==> src/rtl/gift64_round_sched_if.sv <==
// gift64_round_sched_if: client request/response and round-engine signals of the GIFT-64 scheduler.
// Parameters: NUM_REQ requesters, IDW id width.
// Signals: req_valid/req_ready/req_pt/req_key (client jobs, one-hot grant),
//   dp_load/dp_state_in/dp_key_in/dp_round_en/dp_round_idx/dp_state_out (round engine),
//   rsp_valid/rsp_ready/rsp_data/rsp_id (tagged result), busy (scheduler not idle).
// Modports: master = scheduler side, slave = clients plus engine.
interface gift64_round_sched_if #(
  parameter int NUM_REQ = 4,
  parameter int IDW = 2
);
  logic [NUM_REQ-1:0] req_valid;
  logic [NUM_REQ-1:0] req_ready;
  logic [NUM_REQ*64-1:0] req_pt;
  logic [NUM_REQ*128-1:0] req_key;
  logic dp_load;
  logic [63:0] dp_state_in;
  logic [127:0] dp_key_in;
  logic dp_round_en;
  logic [5:0] dp_round_idx;
  logic [63:0] dp_state_out;
  logic rsp_valid;
  logic rsp_ready;
  logic [63:0] rsp_data;
  logic [IDW-1:0] rsp_id;
  logic busy;
  modport master (
    input req_valid, req_pt, req_key, dp_state_out, rsp_ready,
    output req_ready, dp_load, dp_state_in, dp_key_in, dp_round_en, dp_round_idx,
    output rsp_valid, rsp_data, rsp_id, busy
  );
  modport slave (
    output req_valid, req_pt, req_key, dp_state_out, rsp_ready,
    input req_ready, dp_load, dp_state_in, dp_key_in, dp_round_en, dp_round_idx,
    input rsp_valid, rsp_data, rsp_id, busy
  );
endinterface

==> src/rtl/gift64_round_sched.sv <==
// gift64_round_sched: round-robin scheduler sharing one iterative GIFT-64 round engine among NUM_REQ requesters.
// Ports: clk, rst (asynchronous, active-high), bus (gift64_round_sched_if.master: requests, engine, response).
// Optional GIFT_SCHED_ABORT_EN adds abort (in) / aborted (out): abort in LOAD or RUN drops the job.
module gift64_round_sched #(
  parameter int NUM_REQ = 4,
  parameter int ROUNDS = 28,
  parameter int IDW = 2
) (
  input logic clk,
  input logic rst,
`ifdef GIFT_SCHED_ABORT_EN
  input logic abort,
  output logic aborted,
`endif
  gift64_round_sched_if.master bus
);
  generate
    if (ROUNDS < 1 || ROUNDS > 63 || NUM_REQ < 2 || NUM_REQ > 8 || IDW != $clog2(NUM_REQ)) begin : g_bad_cfg
      $error("gift64_round_sched: illegal parameter combination");
    end
  endgenerate
  typedef enum logic [1:0] {IDLE, LOAD, RUN, DONE} state_t;
  state_t r_state, w_nxt;
  logic [IDW-1:0] r_ptr, r_id, w_gnt_id;
  logic [63:0] r_pt;
  logic [127:0] r_key;
  logic [5:0] r_cnt;
  logic w_found, w_acc, w_abort;
`ifdef GIFT_SCHED_ABORT_EN
  logic r_aborted;
  assign w_abort = abort && (r_state == LOAD || r_state == RUN);
  assign aborted = r_aborted;
`else
  assign w_abort = 1'b0;
`endif
  // first valid requester at or after the rr pointer, wrapping
  always_comb begin
    w_found = 1'b0;
    w_gnt_id = '0;
    for (int k = 0; k < NUM_REQ; k++) begin
      if (!w_found && bus.req_valid[(int'(r_ptr) + k) % NUM_REQ]) begin
        w_found = 1'b1;
        w_gnt_id = IDW'((int'(r_ptr) + k) % NUM_REQ);
      end
    end
  end
  assign w_acc = (r_state == IDLE) && w_found;
  always_comb begin
    w_nxt = r_state;
    case (r_state)
      IDLE: w_nxt = w_acc ? LOAD : IDLE;
      LOAD: w_nxt = RUN;
      RUN: w_nxt = (r_cnt == 6'(ROUNDS - 1)) ? DONE : RUN;
      DONE: w_nxt = bus.rsp_ready ? IDLE : DONE;
      default: w_nxt = IDLE;
    endcase
    if (w_abort) w_nxt = IDLE;
    bus.req_ready = w_acc ? NUM_REQ'(1) << w_gnt_id : '0;
    bus.dp_load = r_state == LOAD;
    bus.dp_round_en = r_state == RUN;
    bus.dp_round_idx = (r_state == RUN) ? r_cnt : '0;
    bus.dp_state_in = r_pt;
    bus.dp_key_in = r_key;
    bus.rsp_valid = r_state == DONE;
    bus.rsp_data = (r_state == DONE) ? bus.dp_state_out : '0;
    bus.rsp_id = (r_state == DONE) ? r_id : '0;
    bus.busy = r_state != IDLE;
  end
  always_ff @(posedge clk or posedge rst) begin
    if (rst) begin
      r_state <= IDLE;
      r_ptr <= '0;
      r_id <= '0;
      r_pt <= '0;
      r_key <= '0;
      r_cnt <= '0;
    end else begin
      r_state <= w_nxt;
      r_cnt <= (r_state == RUN) ? r_cnt + 6'd1 : '0;
      if (w_acc) begin
        r_id <= w_gnt_id;
        r_ptr <= (w_gnt_id == IDW'(NUM_REQ - 1)) ? '0 : w_gnt_id + IDW'(1);
        r_pt <= bus.req_pt[int'(w_gnt_id)*64 +: 64];
        r_key <= bus.req_key[int'(w_gnt_id)*128 +: 128];
      end
    end
  end
`ifdef GIFT_SCHED_ABORT_EN
  always_ff @(posedge clk or posedge rst) begin
    if (rst) r_aborted <= 1'b0;
    else r_aborted <= w_abort;
  end
`endif
endmodule

==> src/flat_wrapper.sv <==
// flat-port wrapper written by rule: the top's interface ports become plain ports
module gift64_round_sched_flat 
#(
  parameter int NUM_REQ = 4,
  parameter int ROUNDS = 28,
  parameter int IDW = 2
)
  (clk, rst, bus_req_valid, bus_req_pt, bus_req_key, bus_dp_state_out, bus_rsp_ready, bus_req_ready, bus_dp_load, bus_dp_state_in, bus_dp_key_in, bus_dp_round_en, bus_dp_round_idx, bus_rsp_valid, bus_rsp_data, bus_rsp_id, bus_busy);
  gift64_round_sched_if #(.NUM_REQ(NUM_REQ), .IDW(IDW)) bus_i ();
  input logic clk;
  input logic rst;
  input wire logic [$bits(bus_i.req_valid)-1:0] bus_req_valid;
  input wire logic [$bits(bus_i.req_pt)-1:0] bus_req_pt;
  input wire logic [$bits(bus_i.req_key)-1:0] bus_req_key;
  input wire logic [$bits(bus_i.dp_state_out)-1:0] bus_dp_state_out;
  input wire logic [$bits(bus_i.rsp_ready)-1:0] bus_rsp_ready;
  output wire logic [$bits(bus_i.req_ready)-1:0] bus_req_ready;
  output wire logic [$bits(bus_i.dp_load)-1:0] bus_dp_load;
  output wire logic [$bits(bus_i.dp_state_in)-1:0] bus_dp_state_in;
  output wire logic [$bits(bus_i.dp_key_in)-1:0] bus_dp_key_in;
  output wire logic [$bits(bus_i.dp_round_en)-1:0] bus_dp_round_en;
  output wire logic [$bits(bus_i.dp_round_idx)-1:0] bus_dp_round_idx;
  output wire logic [$bits(bus_i.rsp_valid)-1:0] bus_rsp_valid;
  output wire logic [$bits(bus_i.rsp_data)-1:0] bus_rsp_data;
  output wire logic [$bits(bus_i.rsp_id)-1:0] bus_rsp_id;
  output wire logic [$bits(bus_i.busy)-1:0] bus_busy;
  assign bus_i.req_valid = bus_req_valid;
  assign bus_i.req_pt = bus_req_pt;
  assign bus_i.req_key = bus_req_key;
  assign bus_i.dp_state_out = bus_dp_state_out;
  assign bus_i.rsp_ready = bus_rsp_ready;
  assign bus_req_ready = bus_i.req_ready;
  assign bus_dp_load = bus_i.dp_load;
  assign bus_dp_state_in = bus_i.dp_state_in;
  assign bus_dp_key_in = bus_i.dp_key_in;
  assign bus_dp_round_en = bus_i.dp_round_en;
  assign bus_dp_round_idx = bus_i.dp_round_idx;
  assign bus_rsp_valid = bus_i.rsp_valid;
  assign bus_rsp_data = bus_i.rsp_data;
  assign bus_rsp_id = bus_i.rsp_id;
  assign bus_busy = bus_i.busy;
  gift64_round_sched #(.NUM_REQ(NUM_REQ), .ROUNDS(ROUNDS), .IDW(IDW)) u_core (.clk(clk), .rst(rst), .bus(bus_i));
endmodule
==> config.mk <==
export PLATFORM = sky130hd
export DESIGN_NAME = gift64_round_sched_flat
export DESIGN_NICKNAME = d
export VERILOG_FILES = /design/src/rtl/gift64_round_sched_if.sv /design/src/rtl/gift64_round_sched.sv /design/src/flat_wrapper.sv
export SDC_FILE = /design/constraint.sdc
export NUM_CORES = 1
export LEC_CHECK = 0
export ABC_AREA = 1
export CAP_MARGIN = 20
export CORE_AREA = 4 4 436 438
export DETAILED_ROUTE_END_ITERATION = 16
export DIE_AREA = 0 0 440 442
export PLACE_DENSITY = 0.4
export SETUP_SLACK_MARGIN = 0.02
export SLEW_MARGIN = 20
export SYNTH_ARGS = -nofsm -noshare
export SYNTH_HDL_FRONTEND = slang
export SYNTH_SLANG_ARGS = --single-unit
==> constraint.sdc <==
create_clock -name clk -period 7.7 [get_ports clk]
set_input_delay 0.77 -clock clk [delete_from_list [all_inputs] [get_ports clk]]
set_output_delay 0.77 -clock clk [all_outputs]
set_load 0.05 [all_outputs]
==> impl_metrics.py <==
metrics = {
    "setup_path": {
        "slowest_stage": "clkdlybuf4s50_1",
        "cp-startpoint": "u_core.r_ptr[0]",
        "cp.depth": 11,
        "crit_family": "simple AND/OR/NAND/NOR gates",
        "timing.critical_path.buf_inv": 3,
        "crit_path_cell_trace": "inv_2 -> nand2_1 -> nand2_1 -> nor2_1 -> nor2_1 -> nand3_4 -> nand2_8 -> nor2_4 -> inv_1 -> nor2_1 -> clkdlybuf4s50_1",
        "crit_fanout": 55,
        "endpoint_kind": "output port",
        "endpoint": "bus_req_ready[2]",
        "r2r-start": "u_core.r_ptr[0]",
        "worstPathArrival_ns": 4.52,
        "r2r_slack_ns": 3.14,
        "cp.required_ns": 6.93,
        "ff2ff_path_depth": 14,
        "max_stage_delay_ns": 0.84,
        "cpMostUsedCell": "nor2_1",
        "r2r-end": "u_core.bus.dp_state_in[0]",
        "start_kind": "flip-flop",
        "critical_path_class": "reg -> out",
    },
    "route": {
        "met1_length_um": 60130,
        "routed_wl_um": 145300,
        "wl_met2_um": 72460,
        "via_count": 22330,
        "final_antenna_net_count": 0,
        "wl_per_cell_um": 23.42,
        "drt_iter0_drc": 1547,
        "drc": 0,
        "topRoutingLayerUsed": "met5",
        "post_drt_via_cell_ratio": 3.600,
        "met3_length_um": 9725,
        "first_pass_iters": 5,
    },
    "layout": {
        "final_layout_size_suffix_gt1_share_pct": 2.608,
        "area_growth_pct": 88.52,
        "fin_nets": 4499,
        "design_area_um2": 31300,
        "fill_cells": 21740,
    },
    "power_and_ir_drop": {
        "switching_share_pct": 61.38,
        "seq_power_share_pct": 13.5,
        "power.internal_mw": 5.608,
        "p_total_mw": 14.52,
        "power.share.combinational_pct": 75.2,
        "cellPowerDensity_nw_per_um2": 463.9,
        "clkPwrFrac_pct": 11.3,
        "leakage_nw": 13.78,
        "p_sw_mw": 8.912,
        "ir_drop_v": 0.0005036,
    },
    "worst_hold_path": {
        "hp-class": "reg -> reg",
    },
    "synthesis": {
        "syn_nets": 3541,
        "yosysTopAreaCellShare_pct": 30.75,
        "ys_top_cells_by_count": "779 x nand3_1, 774 x nand2_1, 372 x inv_1, 204 x dfrtp_1, 192 x nand3b_1",
        "synth_ff_type": "dfrtp_1",
        "synthCells": 2700,
        "ys_seq_area_share_pct": 30.75,
        "synth_area_um2": 16600,
        "yosysMostFrequentCell": "nand3_1",
        "yosys.cell_types.count": 25,
        "synth_edf_count": 0,
        "syn_area_per_cell_um2": 6.149,
        "async_flop_share_pct": 100.0,
        "synth_seq_cells": 204,
        "ys_warn_count": 0,
        "synth_top_cell_by_area": "dfrtp_1",
        "yosys-top-cells-area": "dfrtp_1 31%, nand3_1 23%, nand2_1 17%",
    },
    "clock_network": {
        "cts_sinks": 204,
        "post_cts_resized": 0,
        "htree_levels": 2,
        "worstSkewPairLatency_ns": 0.59,
        "postCtsSetupBuffers": 0,
        "root_buffer": "clkbuf_16",
        "clk_pin_slew_ns": 0.06,
        "cts_inserted_buffers": 35,
        "cts_tree": "built",
        "holdBufCountCts": 0,
        "max-clock-path-buffers": 3,
    },
    "run_status": {
        "outcome": "finished clean",
    },
    "timing": {
        "hold_viol_final": 0,
        "period_minus_slack_ns": 5.288,
        "slew_headroom_pct": 12.97,
        "fin_crit_sh_pct": 68.67,
        "timing.hold.ws_ns": 0.4533,
        "fin_tns_setup_ns": 0,
        "finClkSkew_ns": 0.02147,
        "worstMarginPinSlew_ns": 1.305,
        "setup_viol": 0,
        "drv_slew": 0,
        "rsz0062_at_grt": "false",
        "fmax_mhz": 189.1,
    },
    "floorplanning": {
        "fp.dieW_um": 440,
        "fp.dieH_um": 442,
        "io-pin-count": 1111,
        "core_um2": 186600,
        "num_rows": 159,
        "dieArea_um2": 194500,
        "start_util_pct": 8.898,
    },
    "global_routing": {
        "grt_pass1_vias": 22410,
        "grt_usage_pct": 14.33,
        "grt_pass1_wl_um": 195000,
        "grt_max_degree": 163,
        "antenna_found_initial": 61,
        "grt_remaining_overflow": 0,
    },
    "place": {
        "portBuffers": 1110,
        "routabilityCongestion": 0.8998,
        "dp_hpwl_um": 115300,
        "placed_cell_area_um2": 30130,
    },
    "flow_run": {
        "drv_cap": 0,
    },
}
## worst min-delay path by stage
| stage | startpoint | end | slack, ns | cells past startpoint |
|---|---|---|---|---|
| 3_5_place_dp | u_core.r_cnt[3] | u_core.r_cnt[4] | 0.44 | 1 |
| 5_1_grt | u_core.r_cnt[3] | u_core.r_cnt[4] | 0.48 | 1 |
| 2_1_floorplan | u_core.r_cnt[3] | u_core.r_cnt[4] | 0.42 | 1 |
| 3_3_place_gp | u_core.r_cnt[3] | u_core.r_cnt[4] | 0.44 | 1 |
| 6_report | u_core.r_cnt[3] | u_core.r_cnt[4] | 0.45 | 1 |
| 4_1_cts | u_core.r_cnt[3] | u_core.r_cnt[4] | 0.45 | 1 |
## state kept, by name (all words and copies together) (netlist names)
name and count:
u_core.r_state 2, u_core.bus.dp_key_in 128, u_core.bus.dp_state_in 64, u_core.r_cnt 6, u_core.r_ptr 2, u_core.r_id 2
## cell type report
cell class                 count  area, µm²  share of cell area (%)
antenna                       27      67.56                  0.2159
clock buffer                  52       1032                   3.298
clock inverter                 8      72.57                  0.2319
inverter                     376       1426                   4.557
multi-input combinational   1900       8959                   28.62
sequential                   204       5105                   16.31
tap                         2495       3122                   9.974
timing repair buffer        1141      11520                   36.79
## worst register-to-register path: cells and delay by family (launching register included)
family	cells	cell delay, ns
buffers and inverters	4	1.68
AND/OR/NAND/NOR	10	2.21
flip-flops	1	0.53
## cell usage in the layout, fill, tap and decap left out, types with 3 or more instances in the layout
| cell type | n |
|---|---|
| a21oi_1 | 3 |
| buf_12 | 11 |
| buf_4 | 20 |
| clkbuf_1 | 10 |
| clkbuf_16 | 37 |
| clkbuf_8 | 5 |
| clkdlybuf4s50_1 | 1108 |
| clkinv_2 | 4 |
| clkinvlp_4 | 3 |
| dfrtp_1 | 204 |
| diode_2 | 27 |
| inv_1 | 371 |
| inv_2 | 3 |
| nand2_1 | 773 |
| nand3_1 | 778 |
| nand3b_1 | 192 |
| nor2_1 | 131 |
| nor2_4 | 3 |
| nor3_1 | 4 |
| o21ai_1 | 3 |
## power by group through the flow
stage / logic [mW] / registers [mW] / clock network, mW
floorplan: 5.30 / 3.48 / 0
global placement: 11.0 / 1.97 / 0
detailed placement: 11.1 / 1.96 / 0
CTS: 11.2 / 1.96 / 1.74
global route: 11.8 / 2.02 / 1.76
finish: 10.9 / 1.96 / 1.64
## layer usage
layer / vias up / GRT usage (%)
li1: 10510 / -
met1: 10870 / 17.61
met2: 791 / 24.79
met3: 136 / 3.723
met4: 24 / 3.472
met5: - / 0
## kinds of logic after synthesis
logic type | Yosys count | synth area share [%]
and+or+nand+nor | 1888 | 53.20
buffers and inverters | 596 | 15.55
DFF | 204 | 30.75
AOI/OAI and AO/OA | 10 | 0.3466
adders and majority gates | 2 | 0.1507
## stage by stage
stage | instances | utilization, % | setup WS (ns)
CTS | 6176 | 16.74 | 2.322
floorplan | 2700 | - | 1.363
finish | 6203 | 16.77 | 2.412
global route | 6193 | 16.76 | 2.047
detailed placement | 6116 | 16.15 | 2.516
global placement | 6114 | 16.12 | 2.543
Power figures use the tool's default switching activity.
